[src/rtl/trap_pkg.sv]
// Shared types and constants for the machine-mode trap sequencer.
//   state_t   : sequencer states
//   Cause*    : 5-bit interrupt cause codes (mcause low bits)
//   McauseInt : mcause interrupt flag bit index
//   mcause()  : builds the full 32-bit mcause value from a code
package trap_pkg;

  typedef enum logic [2:0] {
    StRun,
    StWfi,
    StDrain,
    StEnter,
    StHandler
  } state_t;

  localparam logic [4:0] CauseMei = 5'd11;
  localparam logic [4:0] CauseMsi = 5'd3;
  localparam logic [4:0] CauseMti = 5'd7;

  localparam int unsigned McauseInt = 31;

  function automatic logic [31:0] mcause(input logic [4:0] code);
    logic [31:0] val;
    val            = '0;
    val[McauseInt] = 1'b1;
    val[4:0]       = code;
    return val;
  endfunction

endpackage

[src/rtl/irq_prio_enc.sv]
// Fixed-priority interrupt encoder: external > software > timer.
//   pe_i    : enabled external pending
//   ps_i    : enabled software pending
//   pt_i    : enabled timer pending
//   valid_o : any enabled source pending
//   code_o  : cause code of the winning source (0 when none)
module irq_prio_enc
  import trap_pkg::*;
(
  input  logic       pe_i,
  input  logic       ps_i,
  input  logic       pt_i,
  output logic       valid_o,
  output logic [4:0] code_o
);

  always_comb begin
    valid_o = pe_i | ps_i | pt_i;
    code_o  = '0;
    if (pe_i) begin
      code_o = CauseMei;
    end else if (ps_i) begin
      code_o = CauseMsi;
    end else if (pt_i) begin
      code_o = CauseMti;
    end
  end

endmodule

[src/rtl/trap_controller.sv]
// Machine-mode interrupt sequencer: gates and arbitrates interrupt sources, parks the core on
// WFI, waits for memory stalls to drain, then issues a one-cycle trap-entry command and tracks
// handler residency until mret.
//   clk, rst (async, active low)
//   ext_irq/tmr_irq/sw_irq      : level interrupt sources
//   mstatus_mie, mie_*          : global and per-source enables
//   im_stall/dm_stall           : memory stalls; both low means the pipeline can move
//   wfi_valid/mret_valid/exe_pc : instruction in EXE
//   trap_take/flush             : one-cycle trap-entry pulse
//   trap_cause/epc/target       : mcause, mepc and ISR fetch address for the trap
//   wfi_stall, in_trap          : sleeping / handler active
//   trap_cnt                    : wrapping count of traps taken
module trap_controller
  import trap_pkg::*;
#(
  parameter logic [31:0] ISR_PC   = 32'h0001_0000,
  parameter bit          VECTORED = 1'b0
) (
  input  logic        clk,
  input  logic        rst,
  input  logic        ext_irq,
  input  logic        tmr_irq,
  input  logic        sw_irq,
  input  logic        mstatus_mie,
  input  logic        mie_meie,
  input  logic        mie_mtie,
  input  logic        mie_msie,
  input  logic        im_stall,
  input  logic        dm_stall,
  input  logic        wfi_valid,
  input  logic        mret_valid,
  input  logic [31:0] exe_pc,
  output logic        trap_take,
  output logic [31:0] trap_cause,
  output logic [31:0] trap_epc,
  output logic [31:0] trap_target,
  output logic        flush,
  output logic        wfi_stall,
  output logic        in_trap,
  output logic [31:0] trap_cnt
);

  state_t      state_q, state_d;
  logic [4:0]  code_q, code_d;
  logic [31:0] epc_src_q, epc_src_d;

  logic        take_q, wfi_stall_q, in_trap_q;
  logic [31:0] cause_q, epc_q, target_q, cnt_q;

  logic        go, req, any_pend, take;
  logic [4:0]  enc_code;
  logic [31:0] target;

  irq_prio_enc u_prio (
    .pe_i    (ext_irq & mie_meie),
    .ps_i    (sw_irq & mie_msie),
    .pt_i    (tmr_irq & mie_mtie),
    .valid_o (any_pend),
    .code_o  (enc_code)
  );

  assign go   = ~im_stall & ~dm_stall;
  assign req  = any_pend & mstatus_mie;
  assign take = (state_q == StDrain) & go;

  always_comb begin
    target = ISR_PC;
    if (VECTORED) begin
      target = ISR_PC + {25'd0, code_q, 2'b00};
    end
  end

  always_comb begin
    state_d   = state_q;
    code_d    = code_q;
    epc_src_d = epc_src_q;
    unique case (state_q)
      StRun: begin
        if (req && go) begin
          state_d   = StDrain;
          code_d    = enc_code;
          // A WFI in EXE alongside the request counts as retired.
          epc_src_d = wfi_valid ? exe_pc + 32'd4 : exe_pc;
        end else if (wfi_valid && go) begin
          state_d   = StWfi;
          epc_src_d = exe_pc + 32'd4;
        end
      end
      StWfi: begin
        // Wake ignores MIE; only a globally enabled source turns into a trap.
        if (any_pend) begin
          if (mstatus_mie) begin
            state_d = StDrain;
            code_d  = enc_code;
          end else begin
            state_d = StRun;
          end
        end
      end
      StDrain: begin
        if (go) begin
          state_d = StEnter;
        end
      end
      StEnter: begin
        state_d = StHandler;
      end
      StHandler: begin
        if (mret_valid && go) begin
          state_d = StRun;
        end
      end
      default: state_d = StRun;
    endcase
  end

  always_ff @(posedge clk or negedge rst) begin
    if (!rst) begin
      state_q     <= StRun;
      code_q      <= '0;
      epc_src_q   <= '0;
      take_q      <= 1'b0;
      wfi_stall_q <= 1'b0;
      in_trap_q   <= 1'b0;
      cause_q     <= '0;
      epc_q       <= '0;
      target_q    <= '0;
      cnt_q       <= '0;
    end else begin
      state_q     <= state_d;
      code_q      <= code_d;
      epc_src_q   <= epc_src_d;
      take_q      <= take;
      wfi_stall_q <= (state_d == StWfi);
      in_trap_q   <= (state_d == StHandler);
      if (take) begin
        cause_q  <= mcause(code_q);
        epc_q    <= epc_src_q;
        target_q <= target;
        cnt_q    <= cnt_q + 32'd1;
      end
    end
  end

  assign trap_take   = take_q;
  assign flush       = take_q;
  assign trap_cause  = cause_q;
  assign trap_epc    = epc_q;
  assign trap_target = target_q;
  assign wfi_stall   = wfi_stall_q;
  assign in_trap     = in_trap_q;
  assign trap_cnt    = cnt_q;

endmodule

[config.mk]
export PLATFORM = sky130hd
export DESIGN_NAME = trap_controller
export DESIGN_NICKNAME = d
export VERILOG_FILES = /design/src/rtl/trap_pkg.sv /design/src/rtl/irq_prio_enc.sv /design/src/rtl/trap_controller.sv
export SDC_FILE = /design/constraint.sdc
export NUM_CORES = 1
export LEC_CHECK = 0
export BUFFER_PORTS_ARGS = -buffer_cell sky130_fd_sc_hd__buf_4
export CORE_MARGIN = 4
export CORE_UTILIZATION = 48
export CTS_BUF_LIST = sky130_fd_sc_hd__clkbuf_4
export CTS_CLUSTER_DIAMETER = 50
export DETAILED_ROUTE_END_ITERATION = 8
export HOLD_SLACK_MARGIN = 0.06
export PLACE_DENSITY = 0.79
export SYNTH_ARGS = -nofsm -noshare
export SYNTH_HDL_FRONTEND = slang
export SYNTH_SLANG_ARGS = --single-unit
[constraint.sdc]
create_clock -name clk -period 2.1 [get_ports clk]
set_clock_uncertainty 0.2 [all_clocks]
set_input_delay 0.42 -clock clk [delete_from_list [all_inputs] [get_ports clk]]
set_output_delay 0.42 -clock clk [all_outputs]
set_load 0.02 [all_outputs]
Yosys cells after proc, flatten, opt, wreduce, memory -nomap -nowiden
Cells that the tools add are included.
{"block": "op_classes", "addsub": 2, "eq_ne": 9, "mux": 17, "n_bitwise": 10, "n_reduce_logical": 8}
{"cell": "$mux 32", "count": 3}
{"cell": "$add 32x1->32 const B", "count": 1}
{"cell": "$add 32x3->32 const B", "count": 1}
{"cell": "$mux 5", "count": 5}
{"cell": "$mux 3", "count": 6}
{"cell": "$pmux 3 s5", "count": 1}
{"cell": "$pmux 5 s2", "count": 1}
{"cell": "$and 1x1->1", "count": 6}
{"cell": "$eq 3x1->1 const B", "count": 2}
{"cell": "$eq 3x2->1 const B", "count": 2}
{"cell": "$eq 3x3->1 const B", "count": 2}
{"cell": "$ne 2x2->1 const B", "count": 3}
{"cell": "$reduce_and 4->1", "count": 1}
{"cell": "$reduce_bool 2->1", "count": 2}
{"cell": "$logic_and 1x1->1", "count": 3}
{"cell": "$logic_not 3->1", "count": 1}
{"cell": "$mux 2", "count": 1}
{"cell": "$not 1->1", "count": 2}
{"cell": "$or 1x1->1", "count": 2}
{"cell": "$reduce_and 2->1", "count": 1}
{"block": "word_totals", "register_bits": 114, "inputBits": 45, "elab_cells": 56}

Logic depth before layout (Yosys ltp)
Gate-level depths: netlist of run 1.
{"block": "logic_depth", "word_depth": 8, "ltp_mapped": 8, "ltp_nobuf": 6}

Cells and area by module
A second synthesis of run 1 with hierarchy kept.
{"block": "hier_totals", "cells_unflattened": 596, "hier_area_um2": 5696.7}
{"mod": "trap_controller", "instances": 1, "cells_each": 589, "area_each_um2": 5650.4, "seq_area_each_um2": 2827.7}
{"mod": "irq_prio_enc", "instances": 1, "cells_each": 7, "area_each_um2": 46.3, "seq_area_each_um2": 0.0}

Worst setup path after synthesis of run 1
OpenSTA, ideal clock, no wires.
{"block": "synth_timing", "path_kind": "in2reg", "start": "in ext_irq", "end": "reg epc_src_q[29]", "setup_time_ns": 0.124, "t_arrival_ns": 1.837, "slack_ns": -0.061, "path_stages": 5, "cell_sequence": "a222oi_1 > o211ai_2 > nor4_4 > a31oi_1 > o31a_1"}
{"block": "synth_between", "elab_chain_len": 7, "elab_cells_between_ends": 8, "cone_classes": "mux: 1; bitwise: 4; reduce/logical: 3"}
{"element": "start: declaration", "line": "trap_controller.sv:21", "source": "input logic ext_irq,"}
{"element": "$and 1x1->1 (*)", "line": "trap_controller.sv:55", "source": ".pe_i (ext_irq & mie_meie),"}
{"element": "$or 1x1->1 (*) (2 in a row)", "line": "irq_prio_enc.sv:18", "source": "valid_o = pe_i | ps_i | pt_i;"}
{"element": "$and 1x1->1 (*)", "line": "trap_controller.sv:63", "source": "assign req = any_pend & mstatus_mie;"}
{"element": "$logic_and 1x1->1 (*)", "line": "trap_controller.sv:79", "source": "if (req && go) begin"}
{"element": "$reduce_bool 2->1 (no source line)"}
{"element": "$reduce_and 2->1 (no source line)"}
{"element": "end signal: assignment", "line": "trap_controller.sv:132", "source": "epc_src_q <= epc_src_d;"}
{"element": "end: declaration", "line": "trap_controller.sv:45", "source": "logic [31:0] epc_src_q, epc_src_d;"}
Mark *: on every way between the ends. The rest lies on a longest branch, timed or not.
A chain may end at the register's enable or synchronous reset.

Worst setup path after layout of run 1
{"block": "layout_timing", "start": "in exe_pc[19]", "end": "reg epc_src_q[29]"}
{"block": "layout_between", "elab_chain_len": 3, "elab_cells_between_ends": 4, "cone_classes": "add/sub: 1; mux: 3"}
{"element": "start: declaration", "line": "trap_controller.sv:32", "source": "input logic [31:0] exe_pc,"}
{"element": "$add 32x3->32 (*)", "line": "trap_controller.sv:83, trap_controller.sv:86"}
{"element": "$mux 32 (on tied branches)", "line": "trap_controller.sv:84, trap_controller.sv:83"}
{"element": "$mux 32 (*)", "line": "trap_controller.sv:79"}
Mark *: on every way between the ends. The rest lies on a longest branch, timed or not. The select of a mux whose other input is x is not followed.

==> key figures, run 1 <==
Setup path
  • Crit. End Element: flop
  • CP Max Fanout: 5
  • Worst setup path category: input port to flop
  • CP cell instances: dlygate4sd3_1 > buf_4 > and3_1 > nand3_2 > nor4_4 > a31oi_1 > o31a_1
  • Slowest-stage cell, CP: dlygate4sd3_1
  • WP data required: about 2.2 ns
  • Max stage delay on crit path: between 0.5 and 0.6 ns
  • CP startpoint kind: input port
  • Critical path arrival: 2.22 ns

Timing
  • Final WS setup: 0.0207 ns
  • Final Critical Period: 2.08 ns
  • Max Slew Vio Count: 0
  • Period utilization: 0.990
  • Final Setup Violations: 0
  • Fmax: 481 MHz
  • Final Hold Vio Count: 0
  • Unrepaired setup endpoints after global routing: no

Power and ir drop
  • Psw: 2.61 mW
  • Combinational share of power: 0.377
  • Lkg Pwr: 3.61 nW
  • Max VDD drop: 0.681 mV
  • Power, Total: 6.73 mW
  • Switching Share: 0.387
  • Int Pwr: 4.13 mW
  • Sequential Power Share: 0.484
  • P per Cell Area: 958 nW/µm²
  • Clock Power Share: 0.139

Clock tree
  • CTS sink cnt: ~110
  • Clk_lat worst skew: about 0.45 ns
  • Htree depth: 3
  • CTS buffer count: 9
  • CTS tree: built
  • Clock transition at path regs: 0.15 ns
  • CTS root buffer: clkbuf_4
  • CTS Buffer Depth: 2

Placed design
  • Placed cell area: 6680 µm²
  • RD Place Congestion: 0.816
  • Post-DP HPWL: 9840 µm
  • Pre-CTS setup slack: -0.248 ns
  • PortBufs: 118
  • Post-Place Cells: between 800 and 900

Synth
  • Netlist cell types: 46
  • Synthesized area: 5560 µm²
  • Adder and majority cell fraction of the synthesized area: 0.00450
  • Register bit total from synthesis: roughly 110
  • Largest family of logic cells by synthesized area: simple AND/OR/NAND/NOR gates
  • Post-synthesis compound-gate area fraction: 0.0529
  • Post-Synth Simple-Gate Area: 0.241
  • Register area share after synthesis: 0.491
  • Mux cell area share after synthesis: 0.00180
  • Yosys top cell by area: dfrtp_1
  • Top-area cell type share of the netlist area: 0.491
  • Mapped Avg Cell Area: 9.47 µm²
  • Synth area leaders: dfrtp_1, nand2_1, buf_4
  • Warnings from Yosys: 0
  • Post-synth EDFFs: 0
  • Synth cell count leaders: nand2_1, dfrtp_1, buf_4
  • Post-synth ARST share: 1.00
  • Ys flop type: dfrtp_1
  • Gate Count Post-Synth: ~590
  • Post-Synth XOR/XNOR Area: 0.0914
  • Most frequent cell after synthesis: nand2_1

Routing
  • Wire per inst: 14.7 µm
  • DR iter-0 viols: 344
  • Vias/cell: roughly 5.0
  • Via count: between 4,000 and 5,000
  • # DRC: 0
  • Router iterations before antenna repair: 4
  • Antenna violation net count after detailed routing: 0
  • Final wirelength: 13,300 µm

Global routing
  • First-pass GRT wire length: 21,800 µm
  • Vias in the first global route: ~4,600
  • Initial antenna violation count: 0
  • GRT Total Usage: 0.203
  • Global route total overflow: 0
  • Largest net degree at the start of global routing: 42

Finish
  • Final core occ: 0.618
  • Area occupied by multi-input gates: between 2000 and 2500 µm²
  • Reg area: 2730 µm²
  • Filler instances: roughly 920
  • Fin nets: 800
  • Final Instance Area: roughly 7000 µm²
  • Final cell count without fillers: 900
  • Proportion of layout cells with a drive suffix above 1: 0.277
  • Area grow syn2layout: 26.4%
  • Antenna diode count: 0

Floorplan
  • IO Count: 177
  • Number of cell rows: 39
  • Die W: ~120 µm
  • Die area: 13,400 µm²
  • Starting density of the core: 0.489
  • Die Y: 116 µm
  • CORE AREA: 11,400 µm²

Hold path
  • Hold crit path type: input port to flop

Run status
  • Outcome: finished, final reports clean

Job
  • Max_cap viols: 0
stage by stage:
stage	hold WS, ns	setup TNS, ns
finish	0.103	0
floorplan	-0.0756	-0.480
detailed placement	0.202	-5.53
CTS	0.0626	0
global route	0.0731	0
global placement	0.190	-4.73
kinds of logic (layout without fill, tap and decap cells):
kind of cell | count (synthesis) | after routing
simple gates | 269 | 269
flops | 109 | 109
buf+inv | 101 | 214
xor+xnor | 58 | 58
compound gates | 46 | 46
fa+ha+maj | 2 | 2
other cells | 1 | 58
mux | 1 | 1
path summary, 6_finish.rpt:
path	slack [ns]	end	startpoint	cells after the start
setup / recovery	0.02	epc_src_q[29]$_DFFE_PN0P_	exe_pc[19]	7
hold / removal	0.10	epc_src_q[4]$_DFFE_PN0P_	exe_pc[4]	3
setup reg to reg	0.22	trap_cnt[30]$_DFFE_PN0P_	state_q[0]$_DFF_PN0_	6
hold reg to reg	0.29	trap_epc[29]$_DFFE_PN0P_	epc_src_q[29]$_DFFE_PN0P_	2
max in group asynchronous	0.86	trap_epc[24]$_DFFE_PN0P_	rst	3
min in group asynchronous	0.24	trap_cnt[13]$_DFFE_PN0P_	rst	2
power groups by stage:
stage	sequential, mW	clock, mW	combinational [mW]
final	3.26	0.934	2.54
after global routing	3.35	1.05	2.79
after CTS	3.26	0.971	2.55
after detailed placement	3.30	0	2.51
after global placement	3.27	0	2.44
after floorplan	3.65	0	1.10
timing repair:
action | 4_1_cts | 5_1_grt
setup endpoints to repair | 0 | 7
hold buffers | 22 | 0
endpoints found under the hold margin | 50 | 0
buffers inserted | 0 | 0
gates resized for setup | 0 | 4
metal layers:
| layer | part of all wire | GRT usage | vias to the layer above |
|---|---|---|---|
| met5 | 0 | 0 | - |
| met4 | 0.023 | 0.0814 | 0 |
| met3 | 0.059 | 0.0366 | 27 |
| met2 | 0.52 | 0.350 | 152 |
| met1 | 0.40 | 0.254 | 2155 |
| li1 | - | - | 2129 |
sequential cells by signal, indices dropped and copies added, names as in the netlist:
signal      cells
flush           1
code_q          3
trap_cause      4
wfi_stall       1
trap_epc       32
in_trap         1
state_q         3
trap_cnt       32
epc_src_q      32
placed cells by master, fill, tap and decap left out, drive strengths merged, types with 2 or more instances in the layout:
cell and count:
nand3 16, nor3 6, inv 17, nor4 16
o21ai 34, and3 12, nand2b 2, o211ai 2
o211a 2, nand2 166, nor2 19, nand4 11
a31oi 2, or2 4, and2 2, ha 2
conb 58, buf 160, xnor2 47, dlygate4sd3 22
xor2 11, and4 8, dfrtp 109, clkinv 3
clkbuf 11
area by class of cell:
cell class | instances | area share
Sequential cell | 109 | 0.388
Multi-Input combinational cell | 434 | 0.350
Timing Repair Buffer | 182 | 0.211
Tap cell | 143 | 0.0255
Clock buffer | 11 | 0.0118
Inverter | 17 | 0.00908
Clock inverter | 4 | 0.00374
critical path, delay by kind of cell:
kind                   cells  cell delay [ns]
AOI/OAI and AO/OA          2             0.44
buffers and inverters      2             0.68
and+or+nand+nor            3             0.68
(Power assumes the default switching activity.)
==> run 2, diff against run 1 <==
- CAP_MARGIN: not set -> 20
- CORE_MARGIN: 4 -> 2
==> key figures, run 2 (synthesized netlist as in run 1, its figures left out) <==
Run status
  • Outcome: finished, final reports clean

Global routing
  • Global route total overflow: 0 (unchanged)
  • Vias in the first global route: 4,384 (-5.0%)
  • Largest net degree at the start of global routing: 43 (+2.4%)
  • GRT Total Usage: 0.200 (-0.00354)
  • Initial antenna violation count: 0 (unchanged)
  • First-pass GRT wire length: 20,500 µm (-6.2%)

Hold path
  • Hold crit path type: input port to flop

Setup path
  • Buf+Inv Stages, Crit Path: 3 (+1)
  • Top cell by count, worst path: buf_4
  • WP data required: 2.32 ns (+0.08 ns)
  • CP cell instances: dlygate4sd3_1 > buf_4 > and3_2 > nand3_2 > nor4_4 > buf_4 > and4_1 > o31a_1
  • Crit. End Element: flop
  • Worst setup path category: input port to flop
  • Delay-heaviest family, CP: simple AND/OR/NAND/NOR gates
  • CP Max Fanout: 5 (unchanged)
  • Critical path arrival: 2.24 ns (+0.02 ns)
  • Max stage delay on crit path: 0.54 ns (about the same)
  • CP startpoint kind: input port
  • Slowest-stage cell, CP: dlygate4sd3_1

Timing
  • Period utilization: 0.963 (-0.0275)
  • Final Hold Vio Count: 0 (unchanged)
  • Setup_tns: 0 ns (unchanged)
  • Max Slew Vio Count: 0 (unchanged)
  • Worst-margin pin slew: ~0.5 ns
  • Final Critical Period: 2.02 ns (-0.0578 ns)
  • Unrepaired setup endpoints after global routing: no
  • Final Setup Violations: 0 (unchanged)
  • Slew margin rel.: 0.664
  • Fmax: 495 MHz (+2.9%)

Routing
  • # DRC: 0 (unchanged)
  • Final wirelength: 12,700 µm (-4.3%)
  • Router iterations before antenna repair: 4 (unchanged)
  • Wire per inst: 14.1 µm (-4.7%)
  • DR iter-0 viols: 236 (-31%)
  • Antenna violation net count after detailed routing: 0 (unchanged)
  • Via count: 4,391 (-1.6%)
  • Vias/cell: 4.86 (-1.9%)

Clock tree
  • CTS buffer count: 9 (unchanged)
  • Clk_lat worst skew: 0.46 ns (about the same)
  • Clock transition at path regs: 0.17 ns (+0.02 ns)
  • CTS sink cnt: 109 (unchanged)
  • CTS tree: built
  • CTS root buffer: clkbuf_4
  • CTS Buffer Depth: 2 (unchanged)
  • Htree depth: 3 (unchanged)

Finish
  • Antenna diode count: 0 (unchanged)
  • Area occupied by multi-input gates: 2460 µm² (+0.15%)
  • Proportion of layout cells with a drive suffix above 1: 0.278 (about the same)
  • Most common cell after layout, fill and taps aside: nand2_1
  • Final Instance Area: 7050 µm² (+0.43%)
  • Filler instances: 927 (+1.1%)
  • Area grow syn2layout: 27.0%
  • Most frequent cells in the layout: nand2_1, buf_4, dfrtp_1
  • Fin nets: 802 (+0.25%)
  • Reg area: 2730 µm² (unchanged)

Job
  • Max_cap viols: 0 (unchanged)

Placed design
  • RD Place Congestion: 0.805 (-1.3%)
  • Placed cell area: 6680 µm² (unchanged)
  • Post-DP HPWL: 9430 µm (-4.2%)
  • PortBufs: 118 (unchanged)

Power and ir drop
  • Max VDD drop: 0.526 mV (-23%)
  • Power, Total: 6.74 mW (+0.13%)
  • P per Cell Area: 956 nW/µm² (-0.30%)
  • Lkg Pwr: 3.62 nW (+0.25%)

Floorplan
  • CORE AREA: 11,400 µm² (unchanged)
  • Die W: 112 µm (-3.5%)
  • Number of cell rows: 39 (unchanged)
  • Starting density of the core: 0.489 (unchanged)
  • IO Count: 177 (unchanged)
  • Die area: 12,500 µm² (-6.8%)
  • Die Y: 112 µm (-3.5%)
run 2: repair_timing:
| action | 4_1_cts | 5_1_grt |
|---|---|---|
| endpoints found under the setup margin | 0 | 4 |
| resized for setup | 0 | 4 |
| hold endpoints to repair | 52 | 0 |
| buffers inserted | 0 | 1 |
| hold buffers | 23 | 0 |
run 2: worst paths after layout:
path / slack [ns] / cells after the start / end / start
setup reg to reg: 0.25 / 6 / trap_cnt[20]$_DFFE_PN0P_ / state_q[0]$_DFF_PN0_
hold / removal: 0.11 / 4 / epc_src_q[17]$_DFFE_PN0P_ / exe_pc[17]
min in group asynchronous: 0.25 / 2 / epc_src_q[28]$_DFFE_PN0P_ / rst
hold reg to reg: 0.29 / 1 / trap_cnt[31]$_DFFE_PN0P_ / trap_cnt[31]$_DFFE_PN0P_
setup / recovery: 0.08 / 8 / epc_src_q[29]$_DFFE_PN0P_ / exe_pc[22]
max in group asynchronous: 0.86 / 3 / epc_src_q[24]$_DFFE_PN0P_ / rst
run 2: power by group:
part / leakage (nW) / switching, mW / internal [mW] / total (mW)
logic: 2.15 / 1.47 / 1.06 / 2.53
registers: 1.41 / 0.446 / 2.80 / 3.24
clock network: 0.0616 / 0.719 / 0.247 / 0.966
total: 3.62 / 2.63 / 4.11 / 6.74
run 2: tightest hold or removal path, cell delays in order:
cell,delay [ns]
buf_4,0.09
buf_4,0.09
xnor2_1,0.10
o21ai_1,0.05
run 2: area by class of cell:
type,count,area share
Clock buffer,9,0.00958
Clock inverter,7,0.00709
Inverter,17,0.00905
Multi-Input combinational cell,434,0.349
Sequential cell,109,0.387
Tap cell,143,0.0254
Timing Repair Buffer,184,0.213
run 2: stage by stage:
| step | hold WS (ns) | setup slack [ns] | instances | util |
|---|---|---|---|---|
| after CTS | 0.0753 | 0.0340 | 902 | 0.618 |
| after global routing | 0.103 | 0.00811 | 903 | 0.620 |
| after detailed placement | 0.223 | -0.280 | 863 | 0.588 |
| after floorplan | -0.0756 | -0.0521 | 644 | - |
| after global placement | 0.218 | -0.193 | 863 | 0.588 |
| final | 0.107 | 0.0785 | 903 | 0.620 |
run 2: per-layer routing:
| layer | up-vias | global-route usage | share of wire |
|---|---|---|---|
| met5 | - | 0 | 0 |
| met4 | 0 | 0.0576 | 0.0087 |
| met3 | 7 | 0.0310 | 0.044 |
| met2 | 109 | 0.365 | 0.53 |
| met1 | 2136 | 0.245 | 0.41 |
| li1 | 2139 | - | - |
